==> src/rtl/debug_fetch_controller.sv <==
// Debug sequencer for the fetch stage: assembles UART bytes into instructions,
// writes them to instruction memory, then gates the pipeline enable.
module debug_fetch_controller #(
    parameter int PC_BITS = 11,
    parameter int INSTRUCTION_BITS = 32,
    parameter logic [INSTRUCTION_BITS-1:0] HALT_WORD = {INSTRUCTION_BITS{1'b1}}
) (
    input  logic                        clk,
    input  logic                        rst,
    input  logic [7:0]                  i_rx_data,
    input  logic                        i_rx_done,
    input  logic                        i_halt,
    output logic                        o_enable,
    output logic                        o_write_inst_mem,
    output logic [PC_BITS-1:0]          o_inst_mem_addr,
    output logic [INSTRUCTION_BITS-1:0] o_inst_mem_data,
    output logic                        o_loaded,
    output logic                        o_overflow,
    output logic [2:0]                  o_state
);

    localparam int NB = INSTRUCTION_BITS / 8;
    localparam int BC_W = (NB > 1) ? $clog2(NB) : 1;
    localparam logic [BC_W-1:0] LAST = BC_W'(NB - 1);

    localparam logic [7:0] CMD_L = 8'h4C;
    localparam logic [7:0] CMD_C = 8'h43;
    localparam logic [7:0] CMD_S = 8'h53;
    localparam logic [7:0] CMD_N = 8'h4E;

    typedef enum logic [2:0] {
        IDLE       = 3'd0,
        LOAD       = 3'd1,
        WRITE      = 3'd2,
        RUN        = 3'd3,
        STEP       = 3'd4,
        STEP_PULSE = 3'd5,
        DONE       = 3'd6
    } state_t;

    state_t                      state_q, state_d;
    logic [BC_W-1:0]             byte_q, byte_d;
    logic [PC_BITS-1:0]          addr_q, addr_d;
    logic [INSTRUCTION_BITS-1:0] asm_q, asm_d;
    logic [INSTRUCTION_BITS-1:0] data_q, data_d;
    logic [INSTRUCTION_BITS-1:0] word;
    logic                        loaded_q, loaded_d;
    logic                        ovf_q, ovf_d;
    logic                        en_q, wr_q;
    logic                        take_byte;
    logic                        start_load;

    always_comb begin
        state_d    = state_q;
        byte_d     = byte_q;
        addr_d     = addr_q;
        asm_d      = asm_q;
        data_d     = data_q;
        loaded_d   = loaded_q;
        ovf_d      = ovf_q;
        take_byte  = 1'b0;
        start_load = 1'b0;
        word       = asm_q;
        word[int'(byte_q)*8 +: 8] = i_rx_data;

        unique case (state_q)
            IDLE: begin
                if (i_rx_done) begin
                    if (i_rx_data == CMD_L) begin
                        start_load = 1'b1;
                    end else if (loaded_q && i_rx_data == CMD_C) begin
                        state_d = RUN;
                    end else if (loaded_q && i_rx_data == CMD_S) begin
                        state_d = STEP;
                    end
                end
            end
            LOAD: begin
                take_byte = i_rx_done;
            end
            WRITE: begin
                if (data_q == HALT_WORD) begin
                    state_d  = IDLE;
                    loaded_d = 1'b1;
                end else if (&addr_q) begin
                    state_d  = IDLE;
                    loaded_d = 1'b1;
                    ovf_d    = 1'b1;
                end else begin
                    // A byte arriving now already belongs to the next word
                    addr_d    = addr_q + 1'b1;
                    state_d   = LOAD;
                    take_byte = i_rx_done;
                end
            end
            RUN: begin
                if (i_halt) begin
                    state_d = DONE;
                end
            end
            STEP: begin
                if (i_halt) begin
                    state_d = DONE;
                end else if (i_rx_done && i_rx_data == CMD_N) begin
                    state_d = STEP_PULSE;
                end else if (i_rx_done && i_rx_data == CMD_C) begin
                    state_d = RUN;
                end
            end
            STEP_PULSE: begin
                state_d = i_halt ? DONE : STEP;
            end
            DONE: begin
                start_load = i_rx_done && (i_rx_data == CMD_L);
            end
            default: begin
                state_d = IDLE;
            end
        endcase

        if (start_load) begin
            state_d  = LOAD;
            addr_d   = '0;
            byte_d   = '0;
            loaded_d = 1'b0;
            ovf_d    = 1'b0;
        end

        if (take_byte) begin
            if (byte_q == LAST) begin
                data_d  = word;
                byte_d  = '0;
                state_d = WRITE;
            end else begin
                asm_d  = word;
                byte_d = byte_q + 1'b1;
            end
        end
    end

    always_ff @(posedge clk or negedge rst) begin
        if (!rst) begin
            state_q  <= IDLE;
            byte_q   <= '0;
            addr_q   <= '0;
            asm_q    <= '0;
            data_q   <= '0;
            loaded_q <= 1'b0;
            ovf_q    <= 1'b0;
            en_q     <= 1'b0;
            wr_q     <= 1'b0;
        end else begin
            state_q  <= state_d;
            byte_q   <= byte_d;
            addr_q   <= addr_d;
            asm_q    <= asm_d;
            data_q   <= data_d;
            loaded_q <= loaded_d;
            ovf_q    <= ovf_d;
            // Strobes follow the state being entered so they align with it
            en_q     <= (state_d == RUN) || (state_d == STEP_PULSE);
            wr_q     <= (state_d == WRITE);
        end
    end

    assign o_enable         = en_q;
    assign o_write_inst_mem = wr_q;
    assign o_inst_mem_addr  = addr_q;
    assign o_inst_mem_data  = data_q;
    assign o_loaded         = loaded_q;
    assign o_overflow       = ovf_q;
    assign o_state          = state_q;

endmodule
==> config.mk <==
export PLATFORM = sky130hd
export DESIGN_NAME = debug_fetch_controller
export DESIGN_NICKNAME = d
export VERILOG_FILES = /design/src/rtl/debug_fetch_controller.sv
export SDC_FILE = /design/constraint.sdc
export NUM_CORES = 1
export LEC_CHECK = 0
export CORE_MARGIN = 10
export CORE_UTILIZATION = 40
export DETAILED_ROUTE_END_ITERATION = 8
export SYNTH_ARGS = -nofsm -noshare
export SYNTH_HDL_FRONTEND = slang
export SYNTH_SLANG_ARGS = --single-unit
==> constraint.sdc <==
create_clock -name clk -period 2.6 [get_ports clk]
set_input_delay 0.52 -clock clk [delete_from_list [all_inputs] [get_ports clk]]
set_output_delay 0.52 -clock clk [all_outputs]
set_load 0.01 [all_outputs]
Word level (Yosys, flattened, before mapping). Cells that the tools add are included.

Add/sub/neg operators: 3. $mul: 0. Divide/modulo/power cells: 0. Magnitude comparators: 0. Eq/ne operators: 17. Shifts and indexed selects: 2. Mux-type cells: 36. Bitwise gates (word level): 1. Reduce and logical (&&, ||, !) cells: 18.

Operator list (count): $mux W11 (4); $mux W3 (11); $neg A5 Y33 (1); $shift A8 B33 Y32 const A (1); $shiftx A8 B33 Y32 (1); $bwmux W32 (1); $eq A32 B32 Y1 const B (1); $eq A8 B7 Y1 const B (4); $pmux W3 S6 (1); $mux W1 (13); $eq A3 B2 Y1 const B (4); $eq A3 B3 Y1 const B (4); $add A11 B1 Y11 const B (1); $reduce_and A11 Y1 (1); $mux W2 (4); $reduce_and A2 Y1 (3); $reduce_and A3 Y1 (2); $reduce_bool A2 Y1 (3); $logic_and A1 B1 Y1 (5); $ne A2 B2 Y1 const B (2); $pmux W1 S2 (2); $eq A3 B1 Y1 const B (1); $logic_not A3 Y1 (1); $reduce_bool A3 Y1 (1); other kinds (5) (5).

Flip-flop bits (word level): 84. Latch bits: 0. RAM bits: 0. ROM bits: 0. Input bits: 12. Memories kept: 0.

Longest topological paths before layout. Gate-level depths: netlist (run 1).

Depth after elaboration: 12. Depth in mapped cells: 9.

Least setup slack after synthesis (run 1). No wires, ideal clock.

Path type: register to register. Start point: register byte_q[0]. End point: register asm_q[20]. Setup time: 66 ps. Arrival: 1977 ps. Required time: 2534 ps. Setup slack: 556 ps. Cell stages (with the launch flop): 8. Buffers on the path: 1. Cells stage by stage: dfrtp_1 inv_1 ha_1 clkinv_1 nor4b_2 nor2b_2 buf_6 a22o_1.

Longest elaborated chain between the ends: 3. Elaborated cells on any way between the ends: 7.

Ends and longest elaborated chain: from (decl) (line 42) `logic [BC_W-1:0] byte_q, byte_d;`; from (signal assigned) (line 154) `byte_q <= byte_d;`; $neg A5 Y33 / $eq A2 B2 Y1 (equally long branches) (line 64, 130); $shiftx A8 B33 Y32, or another cell as far along (line 64) `word[int'(byte_q)*8 +: 8] = i_rx_data;`; $bwmux W32 / $reduce_and A2 Y1 (equally long branches); to (signal assigned) (line 156) `asm_q <= asm_d;`; to (decl) (line 44) `logic [INSTRUCTION_BITS-1:0] asm_q, asm_d;`.

Parallel ways exist; a longest one is shown, timed or not. A chain may end at the register's enable or synchronous reset.

Final worst setup path (run 1).
Start point: register addr_q[0], in the netlist o_inst_mem_addr[0]. End point: register data_q[4], in the netlist o_inst_mem_data[4].

Longest elaborated chain between the ends: 5.

Ends and longest elaborated chain: from (decl) (line 43) `logic [PC_BITS-1:0] addr_q, addr_d;`; from (signal assigned) (line 155) `addr_q <= addr_d;`; $reduce_and A11 Y1 (line 85) `end else if (&addr_q) begin`; $mux W1 (line 85); $mux W1 (line 82) `if (data_q == HALT_WORD) begin`; $pmux W1 S2 (line 66) `unique case (state_q)`; $reduce_and A2 Y1 (no line); to (signal assigned) (line 157) `data_q <= data_d;`; to (decl) (line 45) `logic [INSTRUCTION_BITS-1:0] data_q, data_d;`.

No other way between the ends.

==> reports/metrics.yaml, run 1 <==
peakVddDrop_v: 0.0004496
drtIter0Drc: 184
hpwl_um: 7351
drc_errors: 0
clk_pin_slew_worst_paths_ns: 0.09
hold_viol: 0
die_height_um: 120.0
viasPerCell: 5.431
start_util_pct: 40.90
root_buffer: "clkbuf_8"
avgRoutedWirePerCell_um: 17.45
grt_overflow: 0
p_leak_uw: 0.002182
insertion_delay_ns: 0.35
synth_edf_count: 0
status: "complete, no violations"
ys_dominant_reg_cell: "dfrtp_1"
synth_compound_area_share_pct: 18.18
synth_top_family_by_area: "simple AND/OR/NAND/NOR gates"
core_area_mm2: 0.009774
rsz0062_at_grt: "no"
slew_headroom_pct: 63.08
critPathArrivalTime_ns: 2.60
fin_nets: 471
synthMuxAreaShare_pct: 0.2817
grt_pass1_wl_um: 17320
die_w_um: 120.0
clock_sinks: 84
startpoint_type: "flop"
seq_area_frac_synth_pct: 52.58
diodes: 0
grt_usage_pct: 14.70
antenna_found_initial: 0
period_needed_ns: 2.370
dr_wl_met2_um: 4398
syn_area_per_cell_um2: 10.49
die-area_mm2: 0.01439
synth_cells: 381
slowest_delay_ns: 0.43
setup_violations: 0
critPathKind: "flop to flop"
ioPinCount: 62
gp_congestion: 0.8038
cts_made_buffers: 9
power_density_mw_per_mm2: 1124
crit_path_end_kind: "flop"
layout_common_cells: "dfrtp_1 (84), nor2_1 (82), clkdlybuf4s50_1 (60)"
met3RoutedLength_um: 659
post_cts_buffers: 0
period_share_pct: 91.17
ys_ff_latch: 84
crit_chain: "ha_1 > and4_1 > and4_1 > a211oi_1 > nor2_4 > buf_12 > a221oi_1 > nor2_1"
final_common_cell: "dfrtp_1"
skew_ns: 0.01543
maxCapViolations: 0
synth.net_count: 400
htreeDepth: 3
totalWireLength_um: 10300
grt_max_degree: 44
num_vias: 3204
ant_nets: 0
nFillCells: 898
synthAdderAreaFrac_pct: 2.191
grt_pass1_vias: 3174
holdWs_ns: 0.1458
worst_ep_required_time_ns: 2.83
area_delta_synth_final_pct: 26.32
cts_hold_buf: 0
synth_warnings: 0
numPortBuffers: 61
setup_tns_ns: 0
num_rows: 36
max_freq_mhz: 421.9
synth-xor-area-share_pct: 2.191
hold_path.class: "input pin to asynchronous set/reset pin"
crit_path_max_fanout: 18
topRoutingLayerUsed: "met4"
synth-simple-area-share_pct: 19.31
path_common_cell: "and4_1"
synth_area_mm2: 0.003998
cp_slowest_cell: "dfrtp_1"
firstDrtPassIters: 4
synthArstFlopShare_pct: 100.0
cts_buffer_depth: 2
max_slew.worst_pin.slew_ns: 0.5538
synth.distinct_cells: 51
wl_met1_um: 5112
maxSlewViolCount: 0
power.total_uw: 5677
cts_tree: "done"
layout-drive-gt1-share_pct: 12.25
state kept, by name (all words and copies together) (netlist names):
register	count
o_loaded	1
asm_q	32
o_enable	1
o_write_inst_mem	1
o_inst_mem_addr	11
byte_q	2
o_inst_mem_data	32
o_state	3
o_overflow	1
stage by stage:
stage | cells | area, um2 | utilization [%] | worst slack [ns]
2_1_floorplan | 381 | 3998 | - | 0.5565
3_3_place_gp | 574 | 4853 | 49.65 | 0.1133
3_5_place_dp | 574 | 4853 | 49.65 | 0.05782
4_1_cts | 590 | 5045 | 51.61 | 0.08829
5_1_grt | 590 | 5050 | 51.66 | 0.04780
6_report | 590 | 5050 | 51.66 | 0.2296
cell usage after synthesis (2+ instances only):
| cell type | n | area [um2] |
|---|---|---|
| a211oi_1 | 2 | 15.01 |
| a21oi_1 | 5 | 25.02 |
| a221oi_1 | 32 | 280.3 |
| a22o_1 | 32 | 280.3 |
| a311o_1 | 2 | 20.02 |
| a31oi_1 | 2 | 12.51 |
| and3_1 | 4 | 25.02 |
| and4_1 | 4 | 35.03 |
| buf_2 | 12 | 60.06 |
| buf_4 | 4 | 30.03 |
| buf_6 | 4 | 45.04 |
| clkbuf_1 | 9 | 33.78 |
| clkinv_1 | 2 | 7.510 |
| dfrtp_1 | 84 | 2102 |
| ha_1 | 7 | 87.58 |
| inv_1 | 8 | 30.03 |
| nand2_1 | 12 | 45.04 |
| nand2b_1 | 5 | 31.28 |
| nand3_1 | 7 | 35.03 |
| nand3b_1 | 2 | 15.01 |
| nand4_1 | 12 | 75.07 |
| nor2_1 | 83 | 311.6 |
| nor2b_1 | 3 | 18.77 |
| nor2b_2 | 3 | 26.28 |
| nor3_1 | 3 | 15.01 |
| nor4_1 | 2 | 12.51 |
| o21ai_0 | 4 | 20.02 |
| xor2_1 | 9 | 78.83 |
critical path, delay by kind of cell (launching register included):
kind	cells	cell delay [ns]
buffers and inverters	1	0.19
adder cells (fa/ha/maj)	1	0.24
AO/OA/AOI/OAI	2	0.70
flip-flops	1	0.43
AND/OR/NAND/NOR	4	0.68
kinds of logic (layout without fill, tap and decap cells):
kind of cell | Yosys count | after routing
compound gates | 87 | 87
xor+xnor | 10 | 10
fa+ha+maj | 7 | 7
buf+inv | 40 | 116
flops | 84 | 84
mux | 1 | 1
simple gates | 152 | 152
routing by layer:
metal / track usage (%) / up-vias
met5: 0 / -
met4: 4.223 / 0
met3: 3.469 / 14
met2: 20.77 / 90
met1: 21.68 / 1561
li1: - / 1539
power breakdown:
group / total, uW / leakage (uW) / internal, uW / switching (uW)
clock: 921 / 0.0000939 / 449 / 473
combinational: 2430 / 0.00103 / 1270 / 1150
sequential: 2330 / 0.00106 / 1880 / 454
total: 5680 / 0.00218 / 3600 / 2080
cell type report:
class,count,area (um2),area share [%]
sequential,84,2102,41.63
multi-input combinational,257,1693,33.52
timing repair buffer,89,855.8,16.95
tap,133,166.4,3.295
clock buffer,11,131.4,2.602
clock inverter,5,60.06,1.189
inverter,11,41.29,0.8176
path summary, 6_finish.rpt:
| kind | startpoint | endpoint | slack, ns | depth (start not counted) |
|---|---|---|---|---|
| worst max-delay path | o_inst_mem_addr[0] | o_inst_mem_data[4] | 0.23 | 8 |
| worst min-delay path | rst | o_inst_mem_data[18] | 0.15 | 1 |
| min in group clk | asm_q[7] | asm_q[7] | 0.51 | 1 |
| worst min register to register | asm_q[7] | asm_q[7] | 0.51 | 1 |
| max in group asynchronous | rst | asm_q[28] | 1.82 | 2 |
| worst max register to register | o_inst_mem_addr[0] | o_inst_mem_data[4] | 0.23 | 8 |
what timing repair did:
item                                   CTS  global route
gates resized for setup                  0             1
setup endpoints to repair                0            28
endpoints found under the hold margin    0             0
Note: power is estimated with default switching activity, not from simulation.
==> run 2: changes to the inputs <==
Settings changed: DONT_BUFFER_PORTS set to 1, PLACE_DENSITY_LB_ADDON set to 0.15.
==> run 2 against run 1 <==
Compared with the run above: maximum frequency increased by 3.1%; sequential power increased by 12%; sequential share of layout area increased by 6.6 points; first-iteration DRC count increased by 8.2%; clock skew decreased by 0.0021 ns.
==> reports/metrics.yaml, run 2 (same netlist as run 1, synthesis figures left out) <==
gp_congestion: 0.8241  # +2.5%
area_delta_synth_final_pct: 9.077
cts_buffer_depth: 2  # unchanged
critPathArrivalTime_ns: 2.60  # about the same
layout-drive-gt1-share_pct: 10.50  # -1.8 points
root_buffer: "clkbuf_8"
clk_pin_slew_worst_paths_ns: 0.09  # about the same
avgRoutedWirePerCell_um: 19.65  # +13%
num_rows: 36  # unchanged
die_height_um: 120.0  # unchanged
clock_sinks: 84  # unchanged
crit_cells: 7  # -1
viasPerCell: 5.595  # +3.0%
skew_ns: 0.01333  # -0.002094 ns
hold_viol: 0  # unchanged
numPortBuffers: 0  # -100%
final_common_cell: "dfrtp_1"
die-area_mm2: 0.01439  # unchanged
r2r-end: "asm_q[28]"
worst_ep_required_time_ns: 2.90  # +0.07 ns
grt_overflow: 0  # unchanged
grt_max_degree: 85  # +93%
period_needed_ns: 2.299  # -0.07155 ns
fin_nets: 395  # -16%
setup_tns_ns: 0  # unchanged
nFillCells: 950  # +5.8%
slew_headroom_pct: 60.67  # -2.4 points
start_util_pct: 40.90  # unchanged
insertion_delay_ns: 0.37  # +0.02 ns
crit_path_end_kind: "flop"
ioPinCount: 62  # unchanged
crit_chain: "ha_1 > and4_1 > nand4_1 > and2_4 > a31oi_4 > nor2b_1 > a22o_1"
reg2reg_from: "o_inst_mem_addr[0]"
rsz0062_at_grt: "no"
num_vias: 2876  # -10%
r2r_slack_ns: 0.30  # +0.07 ns
grt_usage_pct: 14.69  # about the same
core_area_mm2: 0.009774  # unchanged
max_freq_mhz: 435.0  # +3.1%
hpwl_um: 6898  # -6.2%
peakVddDrop_v: 0.0003502  # -22%
slowest_delay_ns: 0.52  # +0.09 ns
startpoint: "o_inst_mem_addr[0]"
ant_nets: 0  # unchanged
cts_made_buffers: 9  # unchanged
cp_top_family: "simple AND/OR/NAND/NOR gates"
grt_pass1_wl_um: 16840  # -2.8%
startpoint_type: "flop"
setup_violations: 0  # unchanged
max_slew.worst_pin.slew_ns: 0.5887  # +0.03493 ns
power_density_mw_per_mm2: 1152  # +2.5%
antenna_found_initial: 0  # unchanged
crit_end: "asm_q[28]"
totalWireLength_um: 10100  # -1.9%
maxSlewViolCount: 0  # unchanged
crit_buf_inv: 0  # -1
cts_tree: "done"
layout_common_cells: "dfrtp_1 (84), nor2_1 (82), a22o_1 (32), a221oi_1 (32)"
firstDrtPassIters: 4  # unchanged
htreeDepth: 3  # unchanged
fin_area_mm2: 0.004360  # -14%
p_leak_uw: 0.001885  # -14%
drc_errors: 0  # unchanged
period_share_pct: 88.42  # -2.8 points
placed_area_mm2: 0.004113  # -15%
diodes: 0  # unchanged
hold_path.class: "input pin to asynchronous set/reset pin"
drtIter0Drc: 199  # +8.2%
maxCapViolations: 0  # unchanged
status: "complete, no violations"
critPathKind: "flop to flop"
cp_slowest_cell: "nor2b_1"
die_w_um: 120.0  # unchanged
crit_path_max_fanout: 11  # -7
grt_pass1_vias: 2950  # -7.1%
reg2regPathDepth: 7  # -1
[run 2: cell types whose count changed in the layout (fill, tap and decap cells not counted), sizes merged]
cell	before	now
bufinv	1	2
clkinv	4	3
buf	29	13
inv	10	9
clkdlybuf4s50	60	0
clkbuf	11	12
[run 2: routing by layer]
layer  track usage, %  vias up  share of wire, %  wire, um
li1                 -     1387                 -         -
met1            19.19     1398                44      4490
met2            21.08       79                45      4565
met3            5.391       12               8.9       898
met4            7.014        0               1.5       148
met5                0        -                 0         0
[run 2: repair_timing]
action | in CTS | in global routing
setup endpoints to repair | 0 | 5
hold buffers | 1 | 0
endpoints found under the hold margin | 84 | 0
buffers inserted | 0 | 0
resized for setup | 0 | 2
[run 2: report_power, final]
part | internal, uW | switching, uW | leakage, uW
registers | 1870 | 727 | 0.00106
clock network | 567 | 472 | 0.000107
logic | 644 | 742 | 0.000724
[run 2: area by class of cell]
| type | instances | area (um2) | area share, % |
|---|---|---|---|
| sequential | 84 | 2102 | 48.21 |
| multi-input combinational | 257 | 1688 | 38.71 |
| tap | 133 | 166.4 | 3.816 |
| clock buffer | 12 | 145.1 | 3.329 |
| timing repair buffer | 13 | 142.6 | 3.271 |
| clock inverter | 4 | 72.57 | 1.664 |
| inverter | 11 | 43.79 | 1.004 |
[run 2: how the worst min path moves through the flow]
stage	from	to	slack [ns]	depth (start not counted)
after global routing	rst	o_inst_mem_data[12]	0.08	1
after detailed placement	rst	o_inst_mem_data[19]	0.23	0
after CTS	rst	o_inst_mem_data[12]	0.07	1
after floorplan	rst	asm_q[0]	0.22	0
final	rst	o_inst_mem_data[12]	0.06	1
after global placement	rst	o_inst_mem_data[19]	0.23	0
[run 2: metrics by stage]
step | hold slack (ns) | power, uW | worst slack (ns) | std cells | util, %
floorplan | 0.2244 | 3610 | 0.5565 | 381 | -
global placement | 0.2281 | 3973 | 0.2991 | 497 | 42.08
detailed placement | 0.2283 | 4014 | 0.2409 | 497 | 42.08
CTS | 0.07099 | 5084 | 0.2092 | 514 | 44.59
global route | 0.07874 | 5436 | 0.07110 | 514 | 44.61
finish | 0.05678 | 5023 | 0.3012 | 514 | 44.61
